## config.mk

```make
export PLATFORM = sky130hd
export DESIGN_NAME = intersection_controller_flat
export DESIGN_NICKNAME = d
export VERILOG_FILES = /design/src/rtl/intersection_controller_if.sv /design/src/rtl/intersection_controller.sv /design/src/flat_wrapper.sv
export SDC_FILE = /design/constraint.sdc
export NUM_CORES = 1
export LEC_CHECK = 0
export ABC_CLOCK_PERIOD_IN_PS = 3600
export BUFFER_PORTS_ARGS = -buffer_cell sky130_fd_sc_hd__clkbuf_2
export CAP_MARGIN = 20
export CORE_MARGIN = 2
export CORE_UTILIZATION = 50
export CTS_CLUSTER_SIZE = 14
export DETAILED_ROUTE_END_ITERATION = 8
export PLACE_DENSITY_LB_ADDON = 0.1
export SLEW_MARGIN = 15
export SYNTH_ARGS = -nofsm -noshare
export SYNTH_HDL_FRONTEND = slang
export SYNTH_SLANG_ARGS = --single-unit
```

## constraint.sdc

```tcl
create_clock -name clock -period 3.6 [get_ports clock]
set_input_delay 0.54 -clock clock [delete_from_list [all_inputs] [get_ports clock]]
set_output_delay 0.54 -clock clock [all_outputs]
set_load 0.01 [all_outputs]
```

## src/rtl/intersection_controller_if.sv

```systemverilog
// Signal bundle between the timing-config registers, the intersection controller and the display drivers.
interface intersection_controller_if #(
   parameter int unsigned NUM_PHASES = 2,
   parameter int unsigned TW         = 11,
   parameter int unsigned CW         = 9,
   parameter int unsigned PW         = 1
);
   logic [TW-1:0]            gLength;
   logic [TW-1:0]            yLength;
   logic [TW-1:0]            arLength;
   logic [TW-1:0]            walkLength;
   logic [NUM_PHASES-1:0]    walkReq;
   logic [NUM_PHASES-1:0]    carSense;
   logic                     clearCounts;
   logic [2*NUM_PHASES-1:0]  light;
   logic [PW-1:0]            phaseIdx;
   logic                     walkLight;
   logic [CW*NUM_PHASES-1:0] carCount;
   logic [CW-1:0]            walkCount;

   modport master (
      output gLength, yLength, arLength, walkLength, walkReq, carSense, clearCounts,
      input  light, phaseIdx, walkLight, carCount, walkCount
   );

   modport slave (
      input  gLength, yLength, arLength, walkLength, walkReq, carSense, clearCounts,
      output light, phaseIdx, walkLight, carCount, walkCount
   );
endinterface

```

## src/rtl/intersection_controller.sv

```systemverilog
// Round-robin multi-approach traffic controller: GREEN -> YELLOW -> ALLRED per approach,
// with an all-red WALK interval inserted after ALLRED whenever a pedestrian request is pending.
module intersection_controller #(
   parameter int unsigned NUM_PHASES = 2,
   parameter int unsigned TW         = 11,
   parameter int unsigned CW         = 9,
   parameter int unsigned PW         = 1
) (
   input logic                      clock,
   input logic                      reset,
   intersection_controller_if.slave bus
);
   localparam int unsigned LW = 2 * NUM_PHASES;
   localparam int unsigned KW = CW * NUM_PHASES;
   localparam logic [CW-1:0] CNT_MAX = '1;

   typedef enum logic [2:0] {S_INIT, S_GREEN, S_YELLOW, S_ALLRED, S_WALK} state_t;

   state_t                state, state_nxt;
   logic [PW-1:0]         phase, phase_nxt;
   logic [TW-1:0]         timer, len_nxt;
   logic                  enter, walk_entry;
   logic [NUM_PHASES-1:0] pending, car_inc;
   logic [LW-1:0]         light;
   logic                  walk_light;
   logic [KW-1:0]         car_cnt;
   logic [CW-1:0]         walk_cnt;

   // Zero-length intervals behave as one cycle.
   function automatic logic [TW-1:0] load_of(input logic [TW-1:0] len);
      return (len == '0) ? '0 : TW'(len - TW'(1));
   endfunction

   function automatic logic [PW-1:0] next_phase(input logic [PW-1:0] p);
      return (32'(p) == NUM_PHASES - 1) ? '0 : PW'(p + PW'(1));
   endfunction

   function automatic logic [LW-1:0] lamp(input state_t s, input logic [PW-1:0] p);
      logic [LW-1:0] l;
      l = '0;
      for (int i = 0; i < NUM_PHASES; i++) begin
         if (PW'(i) == p) begin
            if (s == S_GREEN)       l[2*i +: 2] = 2'b11;
            else if (s == S_YELLOW) l[2*i +: 2] = 2'b01;
         end
      end
      return l;
   endfunction

   // Next-state decode; a state exits in the cycle its timer reads zero.
   always_comb begin
      state_nxt = state;
      phase_nxt = phase;
      len_nxt   = '0;
      enter     = 1'b0;
      if (state == S_INIT) begin
         state_nxt = S_GREEN;
         phase_nxt = '0;
         len_nxt   = bus.gLength;
         enter     = 1'b1;
      end else if (timer == '0) begin
         enter = 1'b1;
         case (state)
            S_GREEN: begin
               state_nxt = S_YELLOW;
               len_nxt   = bus.yLength;
            end
            S_YELLOW: begin
               state_nxt = S_ALLRED;
               len_nxt   = bus.arLength;
            end
            S_ALLRED: begin
               if (|pending) begin
                  state_nxt = S_WALK;
                  len_nxt   = bus.walkLength;
               end else begin
                  state_nxt = S_GREEN;
                  phase_nxt = next_phase(phase);
                  len_nxt   = bus.gLength;
               end
            end
            default: begin
               state_nxt = S_GREEN;
               phase_nxt = next_phase(phase);
               len_nxt   = bus.gLength;
            end
         endcase
      end
      walk_entry = enter && (state_nxt == S_WALK);
      for (int p = 0; p < NUM_PHASES; p++) begin
         car_inc[p] = bus.carSense[p] && (phase == PW'(p)) &&
                      ((state == S_GREEN) || (state == S_YELLOW));
      end
   end

   always_ff @(posedge clock or negedge reset) begin
      if (!reset) begin
         state      <= S_INIT;
         phase      <= '0;
         timer      <= '0;
         pending    <= '0;
         light      <= '0;
         walk_light <= 1'b0;
         car_cnt    <= '0;
         walk_cnt   <= '0;
      end else begin
         state      <= state_nxt;
         phase      <= phase_nxt;
         timer      <= enter ? load_of(len_nxt) : TW'(timer - TW'(1));
         light      <= lamp(state_nxt, phase_nxt);
         walk_light <= (state_nxt == S_WALK);

         // Requests are ignored while walking and in the cycle that starts the walk.
         if (walk_entry)          pending <= '0;
         else if (state != S_WALK) pending <= pending | bus.walkReq;

         if (bus.clearCounts)
            walk_cnt <= '0;
         else if (walk_entry && (walk_cnt != CNT_MAX))
            walk_cnt <= walk_cnt + CW'(1);

         for (int p = 0; p < NUM_PHASES; p++) begin
            if (bus.clearCounts)
               car_cnt[p*CW +: CW] <= '0;
            else if (car_inc[p] && (car_cnt[p*CW +: CW] != CNT_MAX))
               car_cnt[p*CW +: CW] <= car_cnt[p*CW +: CW] + CW'(1);
         end
      end
   end

   assign bus.light     = light;
   assign bus.phaseIdx  = phase;
   assign bus.walkLight = walk_light;
   assign bus.carCount  = car_cnt;
   assign bus.walkCount = walk_cnt;
endmodule

```

## src/flat_wrapper.sv

```systemverilog
// flat-port wrapper written by rule: the top's interface ports become plain ports
module intersection_controller_flat 
#(
   parameter int unsigned NUM_PHASES = 2,
   parameter int unsigned TW         = 11,
   parameter int unsigned CW         = 9,
   parameter int unsigned PW         = 1
)
  (clock, reset, bus_gLength, bus_yLength, bus_arLength, bus_walkLength, bus_walkReq, bus_carSense, bus_clearCounts, bus_light, bus_phaseIdx, bus_walkLight, bus_carCount, bus_walkCount);
  intersection_controller_if #(.NUM_PHASES(NUM_PHASES), .TW(TW), .CW(CW), .PW(PW)) bus_i ();
  input logic clock;
  input logic reset;
  input wire logic [$bits(bus_i.gLength)-1:0] bus_gLength;
  input wire logic [$bits(bus_i.yLength)-1:0] bus_yLength;
  input wire logic [$bits(bus_i.arLength)-1:0] bus_arLength;
  input wire logic [$bits(bus_i.walkLength)-1:0] bus_walkLength;
  input wire logic [$bits(bus_i.walkReq)-1:0] bus_walkReq;
  input wire logic [$bits(bus_i.carSense)-1:0] bus_carSense;
  input wire logic [$bits(bus_i.clearCounts)-1:0] bus_clearCounts;
  output wire logic [$bits(bus_i.light)-1:0] bus_light;
  output wire logic [$bits(bus_i.phaseIdx)-1:0] bus_phaseIdx;
  output wire logic [$bits(bus_i.walkLight)-1:0] bus_walkLight;
  output wire logic [$bits(bus_i.carCount)-1:0] bus_carCount;
  output wire logic [$bits(bus_i.walkCount)-1:0] bus_walkCount;
  assign bus_i.gLength = bus_gLength;
  assign bus_i.yLength = bus_yLength;
  assign bus_i.arLength = bus_arLength;
  assign bus_i.walkLength = bus_walkLength;
  assign bus_i.walkReq = bus_walkReq;
  assign bus_i.carSense = bus_carSense;
  assign bus_i.clearCounts = bus_clearCounts;
  assign bus_light = bus_i.light;
  assign bus_phaseIdx = bus_i.phaseIdx;
  assign bus_walkLight = bus_i.walkLight;
  assign bus_carCount = bus_i.carCount;
  assign bus_walkCount = bus_i.walkCount;
  intersection_controller #(.NUM_PHASES(NUM_PHASES), .TW(TW), .CW(CW), .PW(PW)) u_core (.clock(clock), .reset(reset), .bus(bus_i));
endmodule
```

Yosys cells after proc, flatten, opt, wreduce, memory -nomap -nowiden
Index checks and enable logic that the tools add are counted.
- register bits after elaboration: 49
- memories: 0
- output and inout port bits: 33
- latch bits: 0
- input bits: 51
- bits in writable memories: 0
- word-level logic and storage cells: 74
- memory bits (read-only): 0
- magnitude comparators: 0
- equality and inequality tests: 10
- add/sub/neg operators: 6
- shift operators: 0
- divide/modulo/power cells: 0
- reductions and logical operators: 18
- bitwise gates (word level): 2
- $mul: 0
- muxes and demuxes: 29
- operators by type and width (operator ; number):
    11-bit 2-to-1 mux ; 5
    9-bit 2-to-1 mux ; 6
    11-bit one-hot mux with 3 select lines ; 1
    9-bit by 1-bit adder with 9-bit output (second input constant) ; 3
    9-bit != test (second input constant) ; 3
    11-bit zero test ; 2
    11-bit by 1-bit subtractor with 11-bit output (second input constant) ; 2
    2-bit 2-to-1 mux ; 5
    3-bit by 2-bit == test with 1-bit output (second input constant) ; 3
    3-bit 2-to-1 mux ; 3
    3-bit one-hot mux with 3 select lines ; 1
    1-bit logical AND ; 8
    2-bit nonzero test ; 4
    1-bit 2-to-1 mux ; 7
    3-bit by 1-bit == test with 1-bit output (second input constant) ; 2
    2-bit OR reduction ; 2
    3-bit == test (second input constant) ; 1
    3-bit zero test ; 1
    3-bit != test (second input constant) ; 1
    2-bit OR ; 1
    1-bit one-hot mux with 2 select lines ; 1
    1-bit adder (second input constant) ; 1
    1-bit logical OR ; 1
    1-bit NOT ; 1

Depth between registers and ports, before layout
- depth in word-level cells: 10
- depth in mapped cells: 13
- mapped depth without buffers: 12

Worst setup path before layout
OpenSTA, ideal clock, no wires.
- kind: register to register
- from: reg u_core.timer[0]
- to: reg u_core.timer[7]
- setup time: 0.101 ns
- path buffers: 1
- arrival time: 2.589 ns
- path slack: 0.910 ns
- period minus slack after synthesis: 2.690 ns
- required time: 3.499 ns
- cell stages (with the launch flop): 14
- path through: dfrtp_1 -> inv_1 -> ha_1 -> nor4b_2 -> nand3_2 -> o21ai_2 -> clkbuf_1 -> nand2_1 -> ha_1 -> nand4_1 -> o41ai_4 -> nand3_2 -> nand2_2 -> o32ai_1
- cells in the longest elaborated chain, start to end: 6
- elaborated cells on any way between the ends: 10
- those cells by class: add/sub: 2; mux: 6; reduce/logical: 2
- ends and longest elaborated chain (element ; line ; text):
    start: declaration ; intersection_controller.sv:21 ; logic [TW-1:0] timer, len_nxt;
    start signal: assignment ; intersection_controller.sv:109 ; timer <= enter ? load_of(len_nxt) : TW'(timer - TW'(1));
    11-bit zero test ; intersection_controller.sv:61 ; end else if (timer == '0) begin
    11-bit 2-to-1 mux ; intersection_controller.sv:61 ;
    11-bit 2-to-1 mux ; intersection_controller.sv:56 ; if (state == S_INIT) begin
    11-bit by 1-bit subtractor with 11-bit output / 11-bit zero test (equally long branches) ; intersection_controller.sv:31 ; return (len == '0) ? '0 : TW'(len - TW'(1));
    11-bit 2-to-1 mux ; intersection_controller.sv:31 ;
    11-bit 2-to-1 mux (*) ; intersection_controller.sv:109 ;
Every way passes the cells marked *; elsewhere a longest branch is shown, timed or not.
A chain may end at the register's enable or synchronous reset.

Worst setup path in the final report
- from: reg u_core.state[0]
- to: reg u_core.timer[7]
- cells in the longest elaborated chain, start to end: 7
- elaborated cells on any way between the ends: 12
- those cells by class: add/sub: 1; eq/ne: 3; mux: 6; reduce/logical: 2
- ends and longest elaborated chain (element ; line ; text):
    start: declaration ; intersection_controller.sv:19 ; state_t state, state_nxt;
    start signal: assignment ; intersection_controller.sv:107 ; state <= state_nxt;
    3-bit by 2-bit == test with 1-bit output / 3-bit by 1-bit == test with 1-bit output (equally long branches) ; intersection_controller.sv:63 ; case (state)
    11-bit one-hot mux with 3 select lines ; intersection_controller.sv:63 ;
    11-bit 2-to-1 mux ; intersection_controller.sv:61 ;
    11-bit 2-to-1 mux ; intersection_controller.sv:56 ;
    11-bit by 1-bit subtractor with 11-bit output / 11-bit zero test (equally long branches) ; intersection_controller.sv:31 ;
    11-bit 2-to-1 mux ; intersection_controller.sv:31 ;
    11-bit 2-to-1 mux (*) ; intersection_controller.sv:109 ;
Marks and branches as above.

==> metrics.txt <==
# TYPE chip_impl_metric gauge
chip_impl_info{name="outcome",value="finished clean"} 1
chip_impl_metric{name="floorplan.rows",unit=""} 28
chip_impl_metric{name="postRouteAntennaNets",unit=""} 0
chip_impl_metric{name="async_flop_share",unit="%"} 100
chip_impl_metric{name="final-max-slew-violation-count",unit=""} 0
chip_impl_metric{name="cts.htree.levels",unit=""} 2
chip_impl_metric{name="worst_slack",unit="ns"} 0.595
chip_impl_metric{name="post_cts_buffers",unit=""} 0
chip_impl_metric{name="critPathArrivalTime",unit="ns"} 3.15
chip_impl_info{name="grt_setup_unrepaired",value="no"} 1
chip_impl_metric{name="ir_worst_vdd",unit="uV"} 394
chip_impl_metric{name="max-slew-margin-rel",unit="%"} 40.6
chip_impl_metric{name="initial_utilization",unit="%"} 52.4
chip_impl_metric{name="design.portCount",unit=""} 84
chip_impl_metric{name="tightestPinTransition",unit="ns"} 0.884
chip_impl_metric{name="nNetsFinal",unit=""} 480
chip_impl_metric{name="clk_path_buf_depth",unit=""} 2
chip_impl_info{name="cpMostUsedCell",value="sky130_fd_sc_hd__o32ai_1"} 1
chip_impl_metric{name="number_of_global_route_vias_before_repair",unit=""} 2649
chip_impl_metric{name="synth.distinct_cells",unit=""} 61
chip_impl_metric{name="critPathRequiredTime",unit="ns"} 3.75
chip_impl_metric{name="postLayoutCoreUtil",unit="%"} 62.0
chip_impl_metric{name="rr_worst_depth",unit=""} 10
chip_impl_metric{name="grt_first_pass_wirelength",unit="mm"} 12.5
chip_impl_info{name="timing.critical_path.slowest_stage_cell",value="sky130_fd_sc_hd__dfrtp_1"} 1
chip_impl_metric{name="dr.first_iter.drc_count",unit=""} 150
chip_impl_info{name="highest-signal-layer",value="met4"} 1
chip_impl_metric{name="insertedDiodeCount",unit=""} 0
chip_impl_metric{name="synth_cells",unit=""} 339
chip_impl_metric{name="post_route_cells_drive_above_1_share",unit="%"} 28.3
chip_impl_metric{name="power.leakage",unit="nW"} 1.77
chip_impl_info{name="timing.hold.worst.class",value="input port to asynchronous set/reset pin"} 1
chip_impl_metric{name="dp_slack",unit="ns"} 0.610
chip_impl_info{name="synthFlopType",value="sky130_fd_sc_hd__dfrtp_1"} 1
chip_impl_metric{name="routed_via_density",unit=""} 5.56
chip_impl_metric{name="postSynthAreaPerCell",unit="um^2"} 9.32
chip_impl_metric{name="ctsHoldBuffers",unit=""} 0
chip_impl_metric{name="die_w",unit="um"} 83.5
chip_impl_metric{name="finalCritPeriodShare",unit="%"} 83.5
chip_impl_metric{name="cts_made_buffers",unit=""} 5
chip_impl_metric{name="wl_met3",unit="um"} 467
chip_impl_metric{name="synth_net_count",unit=""} 399
chip_impl_metric{name="route.vias.total",unit=""} 2758
chip_impl_metric{name="power.density",unit="nW/um^2"} 681
chip_impl_metric{name="drc",unit=""} 0
chip_impl_metric{name="globalplace.congestion",unit=""} 0.951
chip_impl_metric{name="fmax",unit="GHz"} 0.333
chip_impl_info{name="tritoncts",value="done"} 1
chip_impl_metric{name="crit_fanout",unit=""} 24
chip_impl_metric{name="wl_met1",unit="mm"} 3.46
chip_impl_info{name="worst_setup_path_end_kind",value="register"} 1
chip_impl_metric{name="yosys_warnings",unit=""} 0
chip_impl_metric{name="synth_seq_cells",unit=""} 49
chip_impl_info{name="clock-root-buffer",value="sky130_fd_sc_hd__clkbuf_8"} 1
chip_impl_metric{name="synth-edff-count",unit=""} 0
chip_impl_metric{name="worstSkewPairLatency",unit="ns"} 0.30
chip_impl_metric{name="sequential_fraction_of_the_synthesis_area",unit="%"} 38.8
chip_impl_metric{name="fillCellCount",unit=""} 531
chip_impl_metric{name="maximum_number_of_pins_on_one_net_before_global_route_repair",unit=""} 30
chip_impl_metric{name="clock-sinks",unit=""} 49
chip_impl_info{name="layout.cells.most_common_list",value="sky130_fd_sc_hd__clkbuf_2 (83), sky130_fd_sc_hd__nor2_1 (52), sky130_fd_sc_hd__dfrtp_1 (49)"} 1
chip_impl_metric{name="mapped_area",unit="um^2"} 3160
chip_impl_metric{name="core-area",unit="um^2"} 6030
chip_impl_metric{name="finClkSkew",unit="ns"} 0.00474
chip_impl_info{name="crit_chain",value="buf_4 -> o32ai_1 -> a221o_1 -> nand2_1 -> ha_1 -> nand4_1 -> o41ai_4 -> nand3_2 -> nand2_2 -> o32ai_1"} 1
chip_impl_metric{name="crit_path_max_incr_delay",unit="ns"} 0.83
chip_impl_metric{name="hold_slack",unit="ns"} 0.293
chip_impl_metric{name="floorplan.die.height",unit="um"} 83.5
chip_impl_metric{name="final_period_minus_worst_setup_slack",unit="ns"} 3.01
chip_impl_info{name="mostFrequentLayoutCell",value="sky130_fd_sc_hd__clkbuf_2"} 1
chip_impl_metric{name="place.port_buffers",unit=""} 83
chip_impl_metric{name="final_hold_viol_count",unit=""} 0
chip_impl_metric{name="fp.dieArea",unit="um^2"} 6970
chip_impl_metric{name="grt-ovfl-total",unit=""} 0
chip_impl_metric{name="met2_wl",unit="mm"} 3.31
chip_impl_metric{name="post-dp-hpwl",unit="mm"} 5.58
chip_impl_metric{name="clkTransAtPathRegs",unit="ns"} 0.09
chip_impl_info{name="setup.worst_path.start_class",value="register"} 1
chip_impl_metric{name="groute.usage.overall",unit="%"} 21.8
chip_impl_metric{name="areaGrowthSynthToFinish",unit="%"} 18.4
chip_impl_metric{name="cts_resized",unit=""} 0
chip_impl_metric{name="max_cap_violations",unit=""} 0
chip_impl_metric{name="drt_wl_total",unit="mm"} 7.41
chip_impl_metric{name="drt_first_pass_iters",unit=""} 4
chip_impl_metric{name="avgRoutedWirePerCell",unit="um"} 14.9
chip_impl_metric{name="setup-tns-final",unit="ns"} 0
chip_impl_metric{name="timing.final.setup_violations",unit=""} 0
chip_impl_info{name="setup.worst_path.class",value="register to register"} 1
chip_impl_metric{name="antenna_violations_before_repair",unit=""} 0
[report_power, final]
group / internal (W) / switching, W
Combinational: 0.000572 / 0.000775
Clock: 0.000227 / 0.000178
Sequential: 0.000649 / 0.000146
Total: 0.00145 / 0.00110
[path summary, 6_finish.rpt]
path | startpoint | to | slack [ns]
worst min-delay path | reset | u_core.bus.carCount[1] | 0.29
min in group clock | bus_walkReq[0] | u_core.pending[0] | 0.49
worst min register to register | u_core.bus.carCount[8] | u_core.bus.carCount[8] | 0.56
max in group asynchronous | reset | u_core.timer[7] | 2.55
worst max-delay path | u_core.state[0] | u_core.timer[7] | 0.59
worst max register to register | u_core.state[0] | u_core.timer[7] | 0.59
[logic make-up after synthesis]
family / Yosys count / share of synthesized area (%)
muxes: 7 / 2.22
DFF: 49 / 38.8
adders and majority gates: 9 / 3.57
and+or+nand+nor: 147 / 24.4
buffers and inverters: 24 / 3.80
AOI/OAI and AO/OA: 67 / 17.2
xor gates and xnor gates: 36 / 9.98
[worst max-delay path, delay by kind of cell, from the launching register on]
family	cells	cell delay, ns
AOI/OAI and AO/OA	4	0.85
adders and majority gates	1	0.23
buffers and inverters	1	0.29
DFF	1	0.83
and+or+nand+nor	4	0.65
[registers in the layout (all words and copies together), names as in the netlist]
register,cells
u_core.timer,11
u_core.state,3
u_core.bus.phaseIdx,1
u_core.bus.carCount,18
u_core.bus.walkLight,1
u_core.bus.light,4
u_core.bus.walkCount,9
u_core.pending,2
[cells in the mapped netlist, types with 2 or more instances]
library cell | number | area, um^2
sky130_fd_sc_hd__nor2_1 | 52 | 195
sky130_fd_sc_hd__dfrtp_1 | 49 | 1230
sky130_fd_sc_hd__nand2_1 | 28 | 105
sky130_fd_sc_hd__xor2_1 | 23 | 201
sky130_fd_sc_hd__a21oi_1 | 14 | 70.1
sky130_fd_sc_hd__xnor2_1 | 13 | 114
sky130_fd_sc_hd__and3_1 | 12 | 75.1
sky130_fd_sc_hd__inv_1 | 10 | 37.5
sky130_fd_sc_hd__ha_1 | 9 | 113
sky130_fd_sc_hd__nor3_1 | 9 | 45.0
sky130_fd_sc_hd__o21ai_0 | 9 | 45.0
sky130_fd_sc_hd__nand4_1 | 8 | 50.1
sky130_fd_sc_hd__a221o_1 | 7 | 70.1
sky130_fd_sc_hd__mux2i_1 | 7 | 70.1
sky130_fd_sc_hd__o32ai_1 | 7 | 61.3
sky130_fd_sc_hd__buf_2 | 6 | 30.0
sky130_fd_sc_hd__nand2b_1 | 5 | 31.3
sky130_fd_sc_hd__nand3_1 | 5 | 25.0
sky130_fd_sc_hd__nand3b_1 | 5 | 37.5
sky130_fd_sc_hd__a31oi_1 | 4 | 25.0
sky130_fd_sc_hd__clkbuf_1 | 3 | 11.3
sky130_fd_sc_hd__or2_2 | 3 | 18.8
sky130_fd_sc_hd__a211oi_1 | 2 | 15.0
sky130_fd_sc_hd__a21o_1 | 2 | 15.0
sky130_fd_sc_hd__a22oi_1 | 2 | 15.0
sky130_fd_sc_hd__a32oi_1 | 2 | 17.5
sky130_fd_sc_hd__buf_4 | 2 | 15.0
sky130_fd_sc_hd__buf_6 | 2 | 22.5
sky130_fd_sc_hd__nand3_2 | 2 | 20.0
sky130_fd_sc_hd__nor3_2 | 2 | 20.0
sky130_fd_sc_hd__o22ai_1 | 2 | 12.5
sky130_fd_sc_hd__o31ai_1 | 2 | 15.0
sky130_fd_sc_hd__or3_1 | 2 | 12.5
sky130_fd_sc_hd__or3b_2 | 2 | 17.5
[cell type report]
class	count	area, um^2	area share (%)
Clock inverter	1	30.0	0.803
Clock buffer	7	86.3	2.31
Sequential cell	49	1230	32.8
Inverter	10	37.5	1.00
Multi-Input combinational cell	266	1810	48.5
Tap cell	75	93.8	2.51
Timing Repair Buffer	88	453	12.1
[per-layer routing]
layer	global-route usage (%)	vias up
met5	0	-
met1	29.5	1274
li1	-	1376
met3	4.45	15
met4	9.24	0
met2	34.1	93
[per-stage QoR]
stage               cells  total power, W  cell area [um^2]
detailed placement    488         0.00213              3620
CTS                   496         0.00256              3740
floorplan             339         0.00185              3160
global route          496         0.00274              3740
global placement      488         0.00212              3620
finish                496         0.00255              3740
Note: power is estimated with default switching activity, not from simulation.
